### config.mk
export PLATFORM = sky130hd
export DESIGN_NAME = bus_uart_flat
export DESIGN_NICKNAME = d
export VERILOG_FILES = /design/src/rtl/bus_uart_if.sv /design/src/rtl/bus_uart.sv /design/src/flat_wrapper.sv
export SDC_FILE = /design/constraint.sdc
export NUM_CORES = 1
export LEC_CHECK = 0
export ABC_AREA = 0
export CAP_MARGIN = 20
export CORE_MARGIN = 3
export CORE_UTILIZATION = 45
export CTS_CLUSTER_SIZE = 24
export DETAILED_ROUTE_END_ITERATION = 7
export PLACE_DENSITY = 0.62
export SLEW_MARGIN = 15
export SYNTH_ARGS = -nofsm -noshare
export SYNTH_HDL_FRONTEND = slang
export SYNTH_SLANG_ARGS = --single-unit
### constraint.sdc
create_clock -name i_clk -period 4.3 [get_ports i_clk]
set_clock_uncertainty 0.15 [all_clocks]
set_input_delay 0.86 -clock i_clk [delete_from_list [all_inputs] [get_ports i_clk]]
set_output_delay 0.86 -clock i_clk [all_outputs]
set_load 0.005 [all_outputs]
### src/rtl/bus_uart_if.sv
// Core-bus side of the UART window: address/data/direction in, registered read data and hit out.
// The core drives through the master modport; the peripheral responds through the slave modport.
interface bus_uart_if;
    logic [15:0] i_addr;
    logic [7:0]  i_wdata;
    logic        i_rw;
    logic [7:0]  o_rdata;
    logic        o_hit;

    modport master (output i_addr, i_wdata, i_rw, input  o_rdata, o_hit);
    modport slave  (input  i_addr, i_wdata, i_rw, output o_rdata, o_hit);
endinterface

### src/rtl/bus_uart.sv
// 8N1 UART on the 6502 bus: 4-byte register window, TX FIFO + shifter, optional receiver (BUS_UART_RX_EN).
// Latency: read data/hit one cycle after the address; TX line starts the cycle after a FIFO pop.
// Backpressure: none on the bus; a DATA write into a full FIFO is silently dropped.
module bus_uart #(
    parameter logic [15:0] BASE_ADDR    = 16'hD000,
    parameter int          CLKS_PER_BIT = 16,
    parameter int          FIFO_DEPTH   = 8
) (
    input  logic      i_clk,
    input  logic      i_rst,
    bus_uart_if.slave bus,
    output logic      o_irq,
    output logic      o_txd,
    input  logic      i_rxd
);
    localparam int AW = $clog2(FIFO_DEPTH);
    localparam int CW = $clog2(CLKS_PER_BIT);
    localparam logic [CW-1:0] BIT_LAST  = CW'(CLKS_PER_BIT - 1);
    localparam logic [CW-1:0] HALF_LAST = CW'(CLKS_PER_BIT / 2 - 1);

    logic       sel, rd_en, wr_en;
    logic [1:0] off;
    assign sel   = (bus.i_addr[15:2] == BASE_ADDR[15:2]);
    assign off   = bus.i_addr[1:0];
    assign rd_en = sel && bus.i_rw;
    assign wr_en = sel && !bus.i_rw;

    // TX FIFO
    logic [7:0]    fifo_mem [FIFO_DEPTH];
    logic [AW-1:0] wptr_q, rptr_q;
    logic [AW:0]   cnt_q;
    logic          tx_full, tx_empty, push, pop;

    typedef enum logic {TX_IDLE, TX_SHIFT} tx_state_t;
    tx_state_t     tx_state_q, tx_state_d;
    logic [8:0]    tx_sh_q, tx_sh_d;
    logic [3:0]    tx_bit_q, tx_bit_d;
    logic [CW-1:0] tx_clk_q, tx_clk_d;
    logic          txd_q, txd_d, tx_busy;

    assign tx_full  = (cnt_q == (AW+1)'(FIFO_DEPTH));
    assign tx_empty = (cnt_q == '0);
    assign tx_busy  = (tx_state_q == TX_SHIFT);
    assign push     = wr_en && (off == 2'd0) && !tx_full;
    assign pop      = (tx_state_q == TX_IDLE) && !tx_empty;

    always_ff @(posedge i_clk) begin
        if (push) fifo_mem[wptr_q] <= bus.i_wdata;
    end

    always_ff @(posedge i_clk) begin
        if (i_rst) begin
            wptr_q <= '0;
            rptr_q <= '0;
            cnt_q  <= '0;
        end else begin
            if (push) wptr_q <= wptr_q + 1'b1;
            if (pop)  rptr_q <= rptr_q + 1'b1;
            if (push && !pop)      cnt_q <= cnt_q + 1'b1;
            else if (!push && pop) cnt_q <= cnt_q - 1'b1;
        end
    end

    // Shifter holds {stop, data}; the start bit is driven directly at load time.
    always_comb begin
        tx_state_d = tx_state_q;
        tx_sh_d    = tx_sh_q;
        tx_bit_d   = tx_bit_q;
        tx_clk_d   = tx_clk_q;
        txd_d      = txd_q;
        case (tx_state_q)
            TX_IDLE: begin
                if (!tx_empty) begin
                    tx_state_d = TX_SHIFT;
                    tx_sh_d    = {1'b1, fifo_mem[rptr_q]};
                    tx_bit_d   = '0;
                    tx_clk_d   = '0;
                    txd_d      = 1'b0;
                end
            end
            TX_SHIFT: begin
                if (tx_clk_q == BIT_LAST) begin
                    tx_clk_d = '0;
                    if (tx_bit_q == 4'd9) begin
                        tx_state_d = TX_IDLE;
                        txd_d      = 1'b1;
                    end else begin
                        txd_d    = tx_sh_q[0];
                        tx_sh_d  = {1'b1, tx_sh_q[8:1]};
                        tx_bit_d = tx_bit_q + 1'b1;
                    end
                end else begin
                    tx_clk_d = tx_clk_q + 1'b1;
                end
            end
            default: tx_state_d = TX_IDLE;
        endcase
    end

    always_ff @(posedge i_clk) begin
        if (i_rst) begin
            tx_state_q <= TX_IDLE;
            tx_sh_q    <= '0;
            tx_bit_q   <= '0;
            tx_clk_q   <= '0;
            txd_q      <= 1'b1;
        end else begin
            tx_state_q <= tx_state_d;
            tx_sh_q    <= tx_sh_d;
            tx_bit_q   <= tx_bit_d;
            tx_clk_q   <= tx_clk_d;
            txd_q      <= txd_d;
        end
    end

    logic tx_ie_q;
    always_ff @(posedge i_clk) begin
        if (i_rst)                         tx_ie_q <= 1'b0;
        else if (wr_en && (off == 2'd2))   tx_ie_q <= bus.i_wdata[0];
    end

    logic       rx_valid, rx_ovr, rx_ie;
    logic [7:0] rx_byte;

`ifdef BUS_UART_RX_EN
    typedef enum logic [1:0] {RX_IDLE, RX_START, RX_DATA, RX_STOP} rx_state_t;
    rx_state_t     rx_state_q, rx_state_d;
    logic          rx_s1_q, rx_s2_q, rx_prev_q;
    logic [CW-1:0] rx_clk_q, rx_clk_d;
    logic [2:0]    rx_bit_q, rx_bit_d;
    logic [7:0]    rx_sh_q, rx_sh_d, rx_byte_q, rx_byte_d;
    logic          rx_valid_q, rx_valid_d, rx_ovr_q, rx_ovr_d, rx_ie_q;
    logic          rd_data, rd_status;

    assign rd_data   = rd_en && (off == 2'd0);
    assign rd_status = rd_en && (off == 2'd1);

    // Bus clears are applied first so a byte landing on the same edge wins.
    always_comb begin
        rx_state_d = rx_state_q;
        rx_clk_d   = rx_clk_q;
        rx_bit_d   = rx_bit_q;
        rx_sh_d    = rx_sh_q;
        rx_byte_d  = rx_byte_q;
        rx_valid_d = rx_valid_q;
        rx_ovr_d   = rx_ovr_q;
        if (rd_data)   rx_valid_d = 1'b0;
        if (rd_status) rx_ovr_d   = 1'b0;
        case (rx_state_q)
            RX_IDLE: begin
                if (rx_prev_q && !rx_s2_q) begin
                    rx_state_d = RX_START;
                    rx_clk_d   = '0;
                end
            end
            RX_START: begin
                if (rx_clk_q == HALF_LAST) begin
                    rx_clk_d   = '0;
                    rx_bit_d   = '0;
                    rx_state_d = rx_s2_q ? RX_IDLE : RX_DATA;
                end else begin
                    rx_clk_d = rx_clk_q + 1'b1;
                end
            end
            RX_DATA: begin
                if (rx_clk_q == BIT_LAST) begin
                    rx_clk_d = '0;
                    rx_sh_d  = {rx_s2_q, rx_sh_q[7:1]};
                    rx_bit_d = rx_bit_q + 1'b1;
                    if (rx_bit_q == 3'd7) rx_state_d = RX_STOP;
                end else begin
                    rx_clk_d = rx_clk_q + 1'b1;
                end
            end
            RX_STOP: begin
                if (rx_clk_q == BIT_LAST) begin
                    rx_state_d = RX_IDLE;
                    if (rx_s2_q) begin
                        if (!rx_valid_q || rd_data) begin
                            rx_byte_d  = rx_sh_q;
                            rx_valid_d = 1'b1;
                        end else begin
                            rx_ovr_d = 1'b1;
                        end
                    end
                end else begin
                    rx_clk_d = rx_clk_q + 1'b1;
                end
            end
            default: rx_state_d = RX_IDLE;
        endcase
    end

    always_ff @(posedge i_clk) begin
        if (i_rst) begin
            rx_s1_q    <= 1'b1;
            rx_s2_q    <= 1'b1;
            rx_prev_q  <= 1'b1;
            rx_state_q <= RX_IDLE;
            rx_clk_q   <= '0;
            rx_bit_q   <= '0;
            rx_sh_q    <= '0;
            rx_byte_q  <= '0;
            rx_valid_q <= 1'b0;
            rx_ovr_q   <= 1'b0;
            rx_ie_q    <= 1'b0;
        end else begin
            rx_s1_q    <= i_rxd;
            rx_s2_q    <= rx_s1_q;
            rx_prev_q  <= rx_s2_q;
            rx_state_q <= rx_state_d;
            rx_clk_q   <= rx_clk_d;
            rx_bit_q   <= rx_bit_d;
            rx_sh_q    <= rx_sh_d;
            rx_byte_q  <= rx_byte_d;
            rx_valid_q <= rx_valid_d;
            rx_ovr_q   <= rx_ovr_d;
            if (wr_en && (off == 2'd2)) rx_ie_q <= bus.i_wdata[1];
        end
    end

    assign rx_valid = rx_valid_q;
    assign rx_ovr   = rx_ovr_q;
    assign rx_ie    = rx_ie_q;
    assign rx_byte  = rx_byte_q;
`else
    logic rx_unused;
    assign rx_unused = i_rxd;
    assign rx_valid  = 1'b0;
    assign rx_ovr    = 1'b0;
    assign rx_ie     = 1'b0;
    assign rx_byte   = '0;
`endif

    logic [7:0] rdata_q, rdata_d;
    logic       hit_q;

    always_comb begin
        rdata_d = '0;
        if (rd_en) begin
            case (off)
                2'd0:    rdata_d = rx_byte;
                2'd1:    rdata_d = {3'b000, rx_ovr, rx_valid, tx_busy, tx_empty, tx_full};
                2'd2:    rdata_d = {6'b000000, rx_ie, tx_ie_q};
                default: rdata_d = '0;
            endcase
        end
    end

    always_ff @(posedge i_clk) begin
        if (i_rst) begin
            rdata_q <= '0;
            hit_q   <= 1'b0;
        end else begin
            rdata_q <= rdata_d;
            hit_q   <= sel;
        end
    end

    assign bus.o_rdata = rdata_q;
    assign bus.o_hit   = hit_q;
    assign o_txd       = txd_q;
    assign o_irq       = (tx_ie_q && tx_empty && !tx_busy) || (rx_ie && rx_valid);
endmodule
### src/flat_wrapper.sv
// flat-port wrapper written by rule: the top's interface ports become plain ports
module bus_uart_flat 
#(
    parameter logic [15:0] BASE_ADDR    = 16'hD000,
    parameter int          CLKS_PER_BIT = 16,
    parameter int          FIFO_DEPTH   = 8
)
  (i_clk, i_rst, o_irq, o_txd, i_rxd, bus_i_addr, bus_i_wdata, bus_i_rw, bus_o_rdata, bus_o_hit);
  bus_uart_if bus_i ();
  input  logic i_clk;
  input  logic i_rst;
  output logic o_irq;
  output logic o_txd;
  input  logic i_rxd;
  input wire logic [$bits(bus_i.i_addr)-1:0] bus_i_addr;
  input wire logic [$bits(bus_i.i_wdata)-1:0] bus_i_wdata;
  input wire logic [$bits(bus_i.i_rw)-1:0] bus_i_rw;
  output wire logic [$bits(bus_i.o_rdata)-1:0] bus_o_rdata;
  output wire logic [$bits(bus_i.o_hit)-1:0] bus_o_hit;
  assign bus_i.i_addr = bus_i_addr;
  assign bus_i.i_wdata = bus_i_wdata;
  assign bus_i.i_rw = bus_i_rw;
  assign bus_o_rdata = bus_i.o_rdata;
  assign bus_o_hit = bus_i.o_hit;
  bus_uart #(.BASE_ADDR(BASE_ADDR), .CLKS_PER_BIT(CLKS_PER_BIT), .FIFO_DEPTH(FIFO_DEPTH)) u_core (.i_clk(i_clk), .i_rst(i_rst), .bus(bus_i), .o_irq(o_irq), .o_txd(o_txd), .i_rxd(i_rxd));
endmodule
Yosys cells after proc, flatten, opt, wreduce, memory -nomap -nowiden:

Memories as Yosys holds them, arrays and structs flattened. A register that Yosys moved wholly into a read port is not among the register bits.
Index checks and enable logic that the tools add are counted.

* register bits after elaboration: 39
* memory bits (writable): 64
* input bits: 28
* output and inout port bits: 11
* word-level logic and storage cells: 76
* memories: 1

Memories
* u_core.fifo_mem: words 8, width 8, read ports 1, clocked after memory_dff 1, wr ports 1, RTL line bus_uart.sv:29 `logic [7:0] fifo_mem [FIFO_DEPTH];`

* add/sub/neg operators: 6
* eq/ne operators: 9
* muxes and demuxes: 25
* bitwise operators: 2
* reduce and logical (&&, ||, !) cells: 22

Operators with widths (count)
* 9-bit 2-to-1 mux: 3
* 4-bit 2-to-1 mux: 6
* 9-bit one-hot mux with 2 select lines: 1
* 4-bit one-hot mux with 2 select lines: 2
* 14-bit equality test (second input constant): 1
* 4-bit by 1-bit adder with 4-bit output (second input constant): 3
* 4-bit equality test (second input constant): 3
* 1-bit logical AND: 10
* 1-bit 2-to-1 mux: 8
* 3-bit by 1-bit adder with 3-bit output (second input constant): 2
* 1-bit zero test: 6
* 3-bit 2-to-1 mux: 2
* 2-bit != test (second input constant): 3
* 3-bit one-hot mux with 2 select lines: 1
* 4-bit zero test: 1
* 1-bit one-hot mux with 2 select lines: 2
* 4-bit by 1-bit subtractor with 4-bit output (second input constant): 1
* 3-bit AND reduction: 1
* 2-bit by 1-bit equality test with 1-bit output (second input constant): 1
* 2-bit equality test (second input constant): 1
* 2-bit zero test: 1
* 1-bit inverter: 2
* 2-bit AND reduction: 1
* 2-bit nonzero test: 1
* 2-bit OR reduction: 1

Longest topological paths before layout:

* word-level depth: 8
* gate-level depth with buffers: 12
* gate-level depth less buffers: 12

Worst setup path before layout:

No wires, ideal clock.

* path kind: input to register
* start point: input port bus_i_addr[6]
* end point: register u_core.cnt_q[3]
* library setup time: 121 ps
* arrival: 3011 ps
* data required time: 4029 ps
* setup slack: 1018 ps
* stages on the path: 12
* path buffers: 1
* path through: nor4b_2 > and4_1 > clkbuf_1 > nand2_1 > inv_1 > ha_1 > inv_1 > ha_1 > a21oi_1 > a211oi_1 > a31oi_1 > mux2_2

* word-level cells in the longest chain between the ends: 7
* elaborated cells on any way between the ends: 9
* classes of those cells: eq/ne: 1; mux: 1; reduce/logical: 7

RTL lines
* start, declared: RTL line flat_wrapper.sv:15 `input wire logic [$bits(bus_i.i_addr)-1:0] bus_i_addr;`
* 14-bit equality test (*): RTL line bus_uart.sv:23 `assign sel = (bus.i_addr[15:2] == BASE_ADDR[15:2]);`
* 1-bit logical AND (*): RTL line bus_uart.sv:26 `assign wr_en = sel && !bus.i_rw;`
* 1-bit logical AND (*) (2 in a row): RTL line bus_uart.sv:44 `assign push = wr_en && (off == 2'd0) && !tx_full;`
* via u_core.push: RTL line bus_uart.sv:32 `logic tx_full, tx_empty, push, pop;`
* 1-bit zero test: RTL line bus_uart.sv:60 `else if (!push && pop) cnt_q <= cnt_q - 1'b1;`
* 1-bit logical AND: RTL line bus_uart.sv:60
* 2-bit nonzero test (no line)
* end signal, assigned: RTL line bus_uart.sv:59 `if (push && !pop) cnt_q <= cnt_q + 1'b1;`
* end signal, assigned: RTL line bus_uart.sv:60
* end, declared: RTL line bus_uart.sv:31 `logic [AW:0] cnt_q;`

The timed path passes the listed nets; every way through them passes the cells marked *.
A chain may end at the register's enable or synchronous reset.

Worst setup path after layout:

* start point: input port bus_i_addr[0]
* end point: register u_core.cnt_q[3]

* word-level cells in the longest chain between the ends: 6
* elaborated cells on any way between the ends: 8
* classes of those cells: mux: 1; reduce/logical: 7

RTL lines (RTL line)
* 2-bit zero test (*): bus_uart.sv:44
* 1-bit logical AND (*) (2 in a row): bus_uart.sv:44
* via u_core.push: bus_uart.sv:32
* 1-bit zero test: bus_uart.sv:60
* 1-bit logical AND: bus_uart.sv:60
* 2-bit nonzero test (no line)

Marked as above.

==> qor.txt <==
Outcome - finished clean
Post-Syn Area - 4330 sq um
CP Capture Type - flip-flop
Critical Path AT - 3.75 ns
Post-CTS setup buffer count - 0
Mapped Cells - 303
Switching part of the total - 28.8%
Yosys top cell by area - edfxtp_1
Ratio of final minimum period to clock period - 84.6%
Final GP Congestion - 0.709
Synth Area per Inst - 14.3 sq um
Die width - 104 microns
Synthesized flop and latch total - 101
Clk sinks - 101
Max-slew headroom - 31.0%
Vias in the first global route - 2511
Dpl hpwl - 5.30 mm
Initial Utilization - 46.6%
Remaining antenna violation count - 0
Via/cell ratio - 5.21
Worst VDD drop - 0.262 mV
Clock root cell - clkbuf_8
R2R setup slack - 1.12 ns
Drt drc - 0
Sequential share of the synthesized area - 61.5%
Hold Path Class - reg -> reg
Clock latency on the worst-skew pair - 0.37 ns
Initial antenna violation count - 0
Commonest non-fill, non-tap cells in the layout - edfxtp_1, dfxtp_1, clkdlybuf4s50_1, nor2_1
Nets - 380
Final hold vios - 0
CTS tree - built
Sw power - 0.000655 W
I/O pin count - 39
Final setup vio count - 0
Hold Buf Count CTS - 0
Seq. cell area - 2660 sq um
Antenna diode count - 0
Internal power - 0.00162 W
Vias - 2471
Post-synth top area share - 44.4%
Synth cell types - 54
Max H-tree Level - 3
Initial DRC count - 105
Crit path required time - 4.41 ns
Yosys warns - 0
Pins Over Slew Limit - 0
Clock share of power - 27.3%
DIE HEIGHT - 104 microns
Number of port buffers - 32
First-pass GRT wire length - 13.1 mm
Initial DRT Pass Iterations - 4
Post-Route WL - 7.82 mm
RSZ-0062 raised after global routing - no
Top_reg_cell synth - edfxtp_1
Max clock buf depth - 2
Core Area - 9280 sq um
Fraction of registers with async set/reset - 0%
Rows - 35
Critical Path Start Type - input port
Final min period - 3.64 ns
Overflow after GRT - 0
Routed wire per std cell - 16.5 microns
Peak Freq - 275 MHz
Worst-path clk slew - 0.10 ns
Leakage power - 1.69 nW
TNS Setup - 0 ns
Largest net degree at the start of global routing - 26
Post-CTS sizing - 0
Overall Global Routing Usage - 15.6%
Total CTS buffers - 9
Area growth syn-to-layout - 14.9%
Multi-input combinational cell area - 1510 sq um
Commonest non-fill, non-tap cell in the layout - edfxtp_1
Synth top area cells - edfxtp_1, dfxtp_1, mux4_1
Die ar. - 10800 sq um
Layout cells sized above 1 - 16.5%
Critical path class - in -> reg
Slew @ Worst Pin - 1.03 ns
Sequential Power Share - 52.9%
Finished Core Util - 53.6%
MaxCap Viol Count - 0
Critical path peak fanout - 5
Power Dens Cells - 457 nW/um^2
Post-synth EDFFs - 64
Gate power share - 19.8%
Fillcell total - 819
==> critical path: stages <==
cell and delay (ns):
clkdlybuf4s50_1 0.43, inv_1 0.09, ha_1 0.16, nor3b_1 0.46, nand2_1 0.28, inv_1 0.11
ha_1 0.16, inv_1 0.09, ha_1 0.33, a21oi_1 0.19, a211oi_1 0.10, a31oi_1 0.16
mux2_2 0.34
==> logic make-up after synthesis <==
| group | Yosys count | synth area share, % |
|---|---|---|
| AO/OA/AOI/OAI | 47 | 7.46 |
| XOR/XNOR | 4 | 0.809 |
| adder cells (fa/ha/maj) | 12 | 3.64 |
| buffers and inverters | 30 | 3.90 |
| flip-flops | 101 | 61.5 |
| multiplexers | 27 | 12.0 |
| other | 1 | 0.0866 |
| AND/OR/NAND/NOR | 81 | 10.6 |
==> cell usage after synthesis (3+ instances only) <==
| library cell | n |
|---|---|
| mux2_2 | 9 |
| nor2_1 | 19 |
| clkbuf_1 | 9 |
| dfxtp_1 | 37 |
| nand3_1 | 9 |
| mux4_2 | 6 |
| nor2b_1 | 3 |
| or3_1 | 3 |
| edfxtp_1 | 64 |
| buf_4 | 6 |
| nand2b_1 | 4 |
| a21oi_2 | 7 |
| o21ai_0 | 5 |
| a21oi_1 | 15 |
| nor3_1 | 6 |
| mux4_1 | 10 |
| inv_1 | 10 |
| nand2_1 | 15 |
| ha_1 | 11 |
| a22oi_1 | 10 |
==> layer usage <==
layer | share of wire (%) | global-route usage [%] | wire [microns]
met5 | 0 | 0 | 0
met4 | 1.0 | 3.70 | 82
met3 | 2.6 | 4.35 | 201
met2 | 50 | 25.3 | 3910
met1 | 46 | 21.0 | 3630
==> power by group through the flow <==
stage,Combinational (W),Clock (W),Sequential (W)
5_1_grt,0.000513,0.000677,0.00122
2_1_floorplan,0.000427,0,0.00116
3_5_place_dp,0.000456,0,0.00122
3_3_place_gp,0.000450,0,0.00122
6_report,0.000451,0.000619,0.00120
4_1_cts,0.000458,0.000641,0.00120
==> final timing paths <==
path,from,to,cells past startpoint
setup / recovery,bus_i_addr[0],u_core.cnt_q[3]$_SDFFE_PP0P_,13
hold / removal,u_core.tx_sh_q[8]$_SDFFE_PP0P_,u_core.tx_sh_q[8]$_SDFFE_PP0P_,2
setup reg to reg,u_core.cnt_q[0]$_SDFFE_PP0P_,u_core.cnt_q[3]$_SDFFE_PP0P_,10
hold reg to reg,u_core.tx_sh_q[8]$_SDFFE_PP0P_,u_core.tx_sh_q[8]$_SDFFE_PP0P_,2
==> stage by stage <==
step | hold slack [ns] | power (W) | setup WS (ns) | cells | instance area [sq um]
after global routing | 0.341 | 0.00241 | 0.470 | 474 | 4970
after global placement | 0.286 | 0.00167 | 0.395 | 458 | 4770
after CTS | 0.306 | 0.00230 | 0.714 | 474 | 4970
after detailed placement | 0.292 | 0.00168 | 0.319 | 458 | 4770
after floorplan | 0.276 | 0.00159 | 1.02 | 307 | 4340
final | 0.308 | 0.00227 | 0.660 | 474 | 4970
==> final cells by class <==
type                            count  share of cell area [%]
Sequential cell                   101                    53.5
Inverter                           10                   0.755
Tap cell                          129                    3.25
Clock buffer                       10                    2.57
Clock inverter                      6                    1.53
Timing Repair Buffer               42                    7.95
Multi-Input combinational cell    176                    30.4
==> registers in the layout, indices dropped and copies added (netlist names), 3 cells and up, named ones only <==
register	count
u_core.bus.o_rdata	3
u_core.cnt_q	4
u_core.fifo_mem	64
u_core.rptr_q	3
u_core.tx_bit_q	4
u_core.tx_clk_q	4
u_core.tx_sh_q	9
u_core.wptr_q	3
Power figures use the tool's default switching activity.
==> edit 1: new RTL, config.mk and constraints unchanged <==
One comparison of `cnt_q` changes from == to >=.
--- a/src/rtl/bus_uart.sv
+++ b/src/rtl/bus_uart.sv
@@ -38,7 +38,7 @@
     logic [CW-1:0] tx_clk_q, tx_clk_d;
     logic          txd_q, txd_d, tx_busy;
 
-    assign tx_full  = (cnt_q == (AW+1)'(FIFO_DEPTH));
+    assign tx_full  = (cnt_q >= (AW+1)'(FIFO_DEPTH));
     assign tx_empty = (cnt_q == '0);
     assign tx_busy  = (tx_state_q == TX_SHIFT);
     assign push     = wr_en && (off == 2'd0) && !tx_full;
Behaviour: same outputs for any inputs over 10 cycles, from zero or initial values and one cycle with i_rst high; that may be too few to reach the edited logic, so the function may still have changed.
==> edit 1 against the unedited design <==
Register-to-register slack improved by 500 ps. Total power increased by 3.1%. Clock power increased by 3.4%. Routed wire length decreased by 0.31%. Area after synthesis about the same. Critical path depth decreased by 1. Design area increased by 0.20%. Synthesized cell count increased by 3.0%. Worst setup slack improved by 60 ps. Core utilization increased by 0.11 points. Sequential cell count unchanged. Global-route usage decreased by 0.68 points.
==> edit 1: results (changes against the unedited design) <==
Outcome
  • Run status: completed (unchanged)

Place
  • GP Congestion: 0.7744 (was 0.7090)
  • Placed Area: 4765 um2 (was 4770 um2)
  • Post-DP HPWL: 5.036 mm (was 5.297 mm)

Route
  • DRT iter0 DRCs: 102 (was 105)
  • Routed vias/inst: 5.272 (was 5.213)
  • Drt wl/cell: 16.17 um (was 16.49 um)

GRT
  • Vias in the first global route: 2432 (was 2511)
  • First-pass GRT wire length: 12.55 mm (was 13.12 mm)
  • Global Route Usage Sum: 14.94% (was 15.62%)

Yosys
  • Most instantiated cells after synthesis: edfxtp_1, dfxtp_1, nor2_1 (unchanged)
  • Synth Area in XOR/XNOR: 1.012% (was 0.8092%)
  • Mux contribution to synthesized area: 12.11% (was 11.99%)
  • Register area share after synthesis: 61.52% (was 61.50%)
  • Adder-cell area share of the yosys netlist: 3.643% (was 3.642%)
  • Post-synthesis compound-gate area fraction: 6.794% (was 7.457%)
  • Synth top area cells: edfxtp_1, dfxtp_1, mux4_1 (unchanged)

Worst hold path
  • Hold path startpoint: u_core.tx_sh_q[6]$_SDFFE_PP0P_ (was u_core.tx_sh_q[8]$_SDFFE_PP0P_)

Final layout
  • Share of cells above drive strength 1: 11.33% (was 16.52%)
  • Filler instances: 797 (was 819)

Critical path
  • Reg-to-reg slack, setup: 1620 ps (was 1120 ps)
  • Worst-path fanout max: 6 (was 5)
  • Max incr delay on CP: 400 ps (was 460 ps)

Power
  • Leak: 0.001710 uW (was 0.001685 uW)
  • Maximum VDD drop: 236.3 uV (was 262.2 uV)
[edit 1: changes by cell type in the layout (fill, tap and decap cells not counted), sizes merged, moves of 3 or more]
| cell | unedited run | this run |
|---|---|---|
| nor2 | 21 | 27 |
| o211ai | 0 | 9 |
| a21oi | 22 | 19 |
| a22oi | 10 | 3 |
| nand2b | 4 | 10 |
[edit 1: worst min-delay path, cell delays in order (launching register included)]
cell	delay, ps
dfxtp_1	320
nand2_1	50
a21oi_1	50
[edit 1: kinds of logic (layout without fill, tap and decap cells)]
| family | Yosys count | in the layout |
|---|---|---|
| DFF | 101 | 101 |
| AOI/OAI and AO/OA | 46 | 46 |
| other | 1 | 5 |
| buffers and inverters | 31 | 68 |
| adders and majority gates | 12 | 12 |
| and+or+nand+nor | 90 | 90 |
| xor gates and xnor gates | 5 | 5 |
| muxes | 26 | 26 |
[edit 1: routing by layer]
metal / vias to the layer above / global-route usage (%) / share of wire (%) / wire [um]
met5: - / 0 / 0 / 0
met4: 0 / 5.413 / 1.8 / 140
met3: 12 / 4.159 / 4.7 / 369
met2: 53 / 23.82 / 48 / 3756
met1: 1232 / 19.64 / 45 / 3525
li1: 1244 / - / - / -
[edit 1: worst min path at each step]
stage / to / slack (ps)
2_1_floorplan: u_core.tx_sh_q[1]$_SDFFE_PP0P_ / 280
3_3_place_gp: u_core.tx_sh_q[6]$_SDFFE_PP0P_ / 290
3_5_place_dp: u_core.tx_sh_q[6]$_SDFFE_PP0P_ / 290
4_1_cts: u_core.tx_sh_q[6]$_SDFFE_PP0P_ / 310
5_1_grt: u_core.tx_sh_q[3]$_SDFFE_PP0P_ / 330
6_report: u_core.tx_sh_q[6]$_SDFFE_PP0P_ / 310
[edit 1: through the flow]
step	hold slack, ps	total power, uW	setup WS [ps]	cells	utilization, %
after floorplan	281.2	1614	982.2	316	-
after global placement	287.7	1716	383.7	466	51.32
after detailed placement	293.5	1725	345.9	466	51.32
after CTS	307.6	2376	748.6	482	53.68
after global routing	330.3	2479	543.4	482	53.68
final	305.7	2342	720.4	482	53.68
[edit 1: final cells by class]
type                    count  area [um2]  area share (%)
flip-flops and latches    101        2663           53.43
multi-input cells         184        1504           30.18
well taps                 129       161.4           3.239
clock inverters             7       95.09           1.908
inverters                   9       33.78          0.6779
repair buffers             43       402.9           8.084
clock buffers               9       123.9           2.486
[edit 1: power breakdown]
part           internal, uW  switching (uW)  leakage, uW  total (uW)
clock                   287             353     0.000111         640
combinational           259             253     0.000723         511
sequential             1100            86.9     0.000877        1190
total                  1650             692      0.00171        2340
==> edit 2: new RTL, same flow settings <==
Without the edit above. `FIFO_DEPTH` is set to 8 in 2 places; all go to 16.
--- a/src/rtl/bus_uart.sv
+++ b/src/rtl/bus_uart.sv
@@ -4,7 +4,7 @@
 module bus_uart #(
     parameter logic [15:0] BASE_ADDR    = 16'hD000,
     parameter int          CLKS_PER_BIT = 16,
-    parameter int          FIFO_DEPTH   = 8
+    parameter int          FIFO_DEPTH   = 16
 ) (
     input  logic      i_clk,
     input  logic      i_rst,
--- a/src/flat_wrapper.sv
+++ b/src/flat_wrapper.sv
@@ -3,7 +3,7 @@
 #(
     parameter logic [15:0] BASE_ADDR    = 16'hD000,
     parameter int          CLKS_PER_BIT = 16,
-    parameter int          FIFO_DEPTH   = 8
+    parameter int          FIFO_DEPTH   = 16
 )
   (i_clk, i_rst, o_irq, o_txd, i_rxd, bus_i_addr, bus_i_wdata, bus_i_rw, bus_o_rdata, bus_o_hit);
   bus_uart_if bus_i ();
Behaviour: no difference found for any inputs over 10 cycles, from zero or initial values and one cycle with i_rst high; that may be too few to reach the edited logic, so the function may still have changed.
==> edit 2 against the unedited design <==
Final cell count grew 48%. Total power up 90%. Die area rose by 58%. Register-to-register slack better by 40 ps. Sequential cell count rose by 68. Area after synthesis grew 62%. Combinational power up 81%. Via count up 56%. Count of clock-buffer cells in the layout grew 7. Routed wire length is 75% higher. Worst setup slack worse by 22 ps. Design area is 63% higher. Critical path type unchanged.
==> edit 2: results (changes against the unedited design) <==
Route
  • Routed vias/inst: 5.501 (was 5.213)
  • DRT iter0 DRCs: 274 (was 105)
  • Drt wl/cell: 19.50 um (was 16.49 um)
  • First-pass DRT Iterations: 6 (was 4)

Place
  • DP Worst Slack: 209.6 ps (was 319.2 ps)
  • DP Cell Count: 668 (was 458)
  • GP Congestion: 0.7420 (was 0.7090)
  • Post-DP HPWL: 8.763 mm (was 5.297 mm)

Critical path
  • Worst-path fanout max: 4 (was 5)
  • Worst endpoint data arrival time: 3830 ps (was 3750 ps)

Clock network
  • Cts bufs inserted: 17 (was 9)
  • Clock transition at the registers of the reported paths: 70 ps (was 100 ps)
  • Clk Latency, worst-skew pair: 430 ps (was 370 ps)
  • # H-tree levels: 4 (was 3)

Final layout
  • Top flop regs: u_core.fifo_mem: 128 flops, u_core.tx_sh_q: 9 flops, u_core.cnt_q: 5 flops (was u_core.fifo_mem: 64 flops, u_core.tx_sh_q: 9 flops)
  • Filler instances: 1215 (was 819)
  • Final nets: 548 (was 380)
  • Non-Filler Instances: 700 (was 474)
  • Share of cells above drive strength 1: 16.47% (was 16.52%)

Yosys
  • Avg Inst Size Synth: 15.04 um2 (was 14.29 um2)
  • Register area share after synthesis: 66.69% (was 61.50%)
  • Synth top area cells: edfxtp_1, dfxtp_1, mux4_2 (was edfxtp_1, dfxtp_1, mux4_1)
  • Post-synth EDFFs: 128 (was 64)

GRT
  • First-pass GRT wire length: 21.57 mm (was 13.12 mm)
  • Vias in the first global route: 3876 (was 2511)
  • Global Route Usage Sum: 17.36% (was 15.62%)

Outcome
  • Run status: completed (unchanged)

Power
  • Maximum VDD drop: 383.3 uV (was 262.2 uV)
  • Leak: 0.002761 uW (was 0.001685 uW)

Timing
  • Worst slew pin tran: 1055 ps (was 1033 ps)
==> edit 2: cell types whose count changed after synthesis, sizes merged, moves of 9 or more <==
cell / unedited run / this run
edfxtp: 64 / 128
o21ai: 5 / 21
and2: 0 / 13
nor2: 21 / 32
a22oi: 10 / 0
buf: 11 / 20
inv: 10 / 19
mux2: 9 / 18
==> edit 2: layout make-up <==
type	instances	share of cell area (%)
Sequential cell	169	57.70
Inverter	19	0.8819
Multi-Input combinational cell	256	26.38
Clock inverter	15	2.228
Tap cell	184	2.847
Timing Repair Buffer	40	4.704
Clock buffer	17	5.261
==> edit 2: cells by family after synthesis <==
| logic type | share of synthesized area [%] |
|---|---|
| other cells | 0.05362 |
| flops | 66.69 |
| xor+xnor | 1.127 |
| compound gates | 6.673 |
| fa+ha+maj | 3.148 |
| buf+inv | 3.023 |
| mux | 11.06 |
| simple gates | 8.229 |
==> edit 2: final timing paths <==
path              slack [ps]                              to  cells after the start                            from
setup / recovery         640    u_core.cnt_q[4]$_SDFFE_PP0P_                     12                   bus_i_addr[6]
hold / removal           310  u_core.tx_sh_q[0]$_SDFFE_PP0P_                      2  u_core.tx_sh_q[0]$_SDFFE_PP0P_
hold reg to reg          310  u_core.tx_sh_q[0]$_SDFFE_PP0P_                      2  u_core.tx_sh_q[0]$_SDFFE_PP0P_
setup reg to reg        1160    u_core.cnt_q[4]$_SDFFE_PP0P_                     11    u_core.cnt_q[0]$_SDFFE_PP0P_
==> edit 2: per-stage QoR <==
step | util (%) | power [uW]
after floorplan | - | 2587
after global placement | 50.33 | 2793
after detailed placement | 50.33 | 2809
after CTS | 54.40 | 4350
after global routing | 54.40 | 4532
final | 54.40 | 4317
==> edit 2: routing by layer <==
| metal | routed length, um | vias up | share of wire (%) | global-route usage, % |
|---|---|---|---|---|
| met5 | 0 | - | 0 | 0 |
| met4 | 108 | 0 | 0.79 | 5.445 |
| met3 | 462 | 7 | 3.4 | 4.634 |
| met2 | 6818 | 67 | 50 | 26.84 |
| met1 | 6260 | 1942 | 46 | 24.26 |
| li1 | - | 1835 | - | - |
==> edit 2: where the power goes <==
| part | leakage (uW) | internal [uW] | switching, uW |
|---|---|---|---|
| Clock | 0.000296 | 835 | 710 |
| Sequential | 0.00149 | 1840 | 118 |
| Combinational | 0.000979 | 384 | 431 |
==> edit 2: worst max-delay path, stage by stage <==
cell	delay, ps
clkdlybuf4s50_1	400
nor4b_1	280
and4_1	290
and3_1	240
ha_1	240
inv_1	110
ha_1	300
nor2b_1	130
o21a_1	170
or3_1	300
a21oi_1	170
mux2_1	330
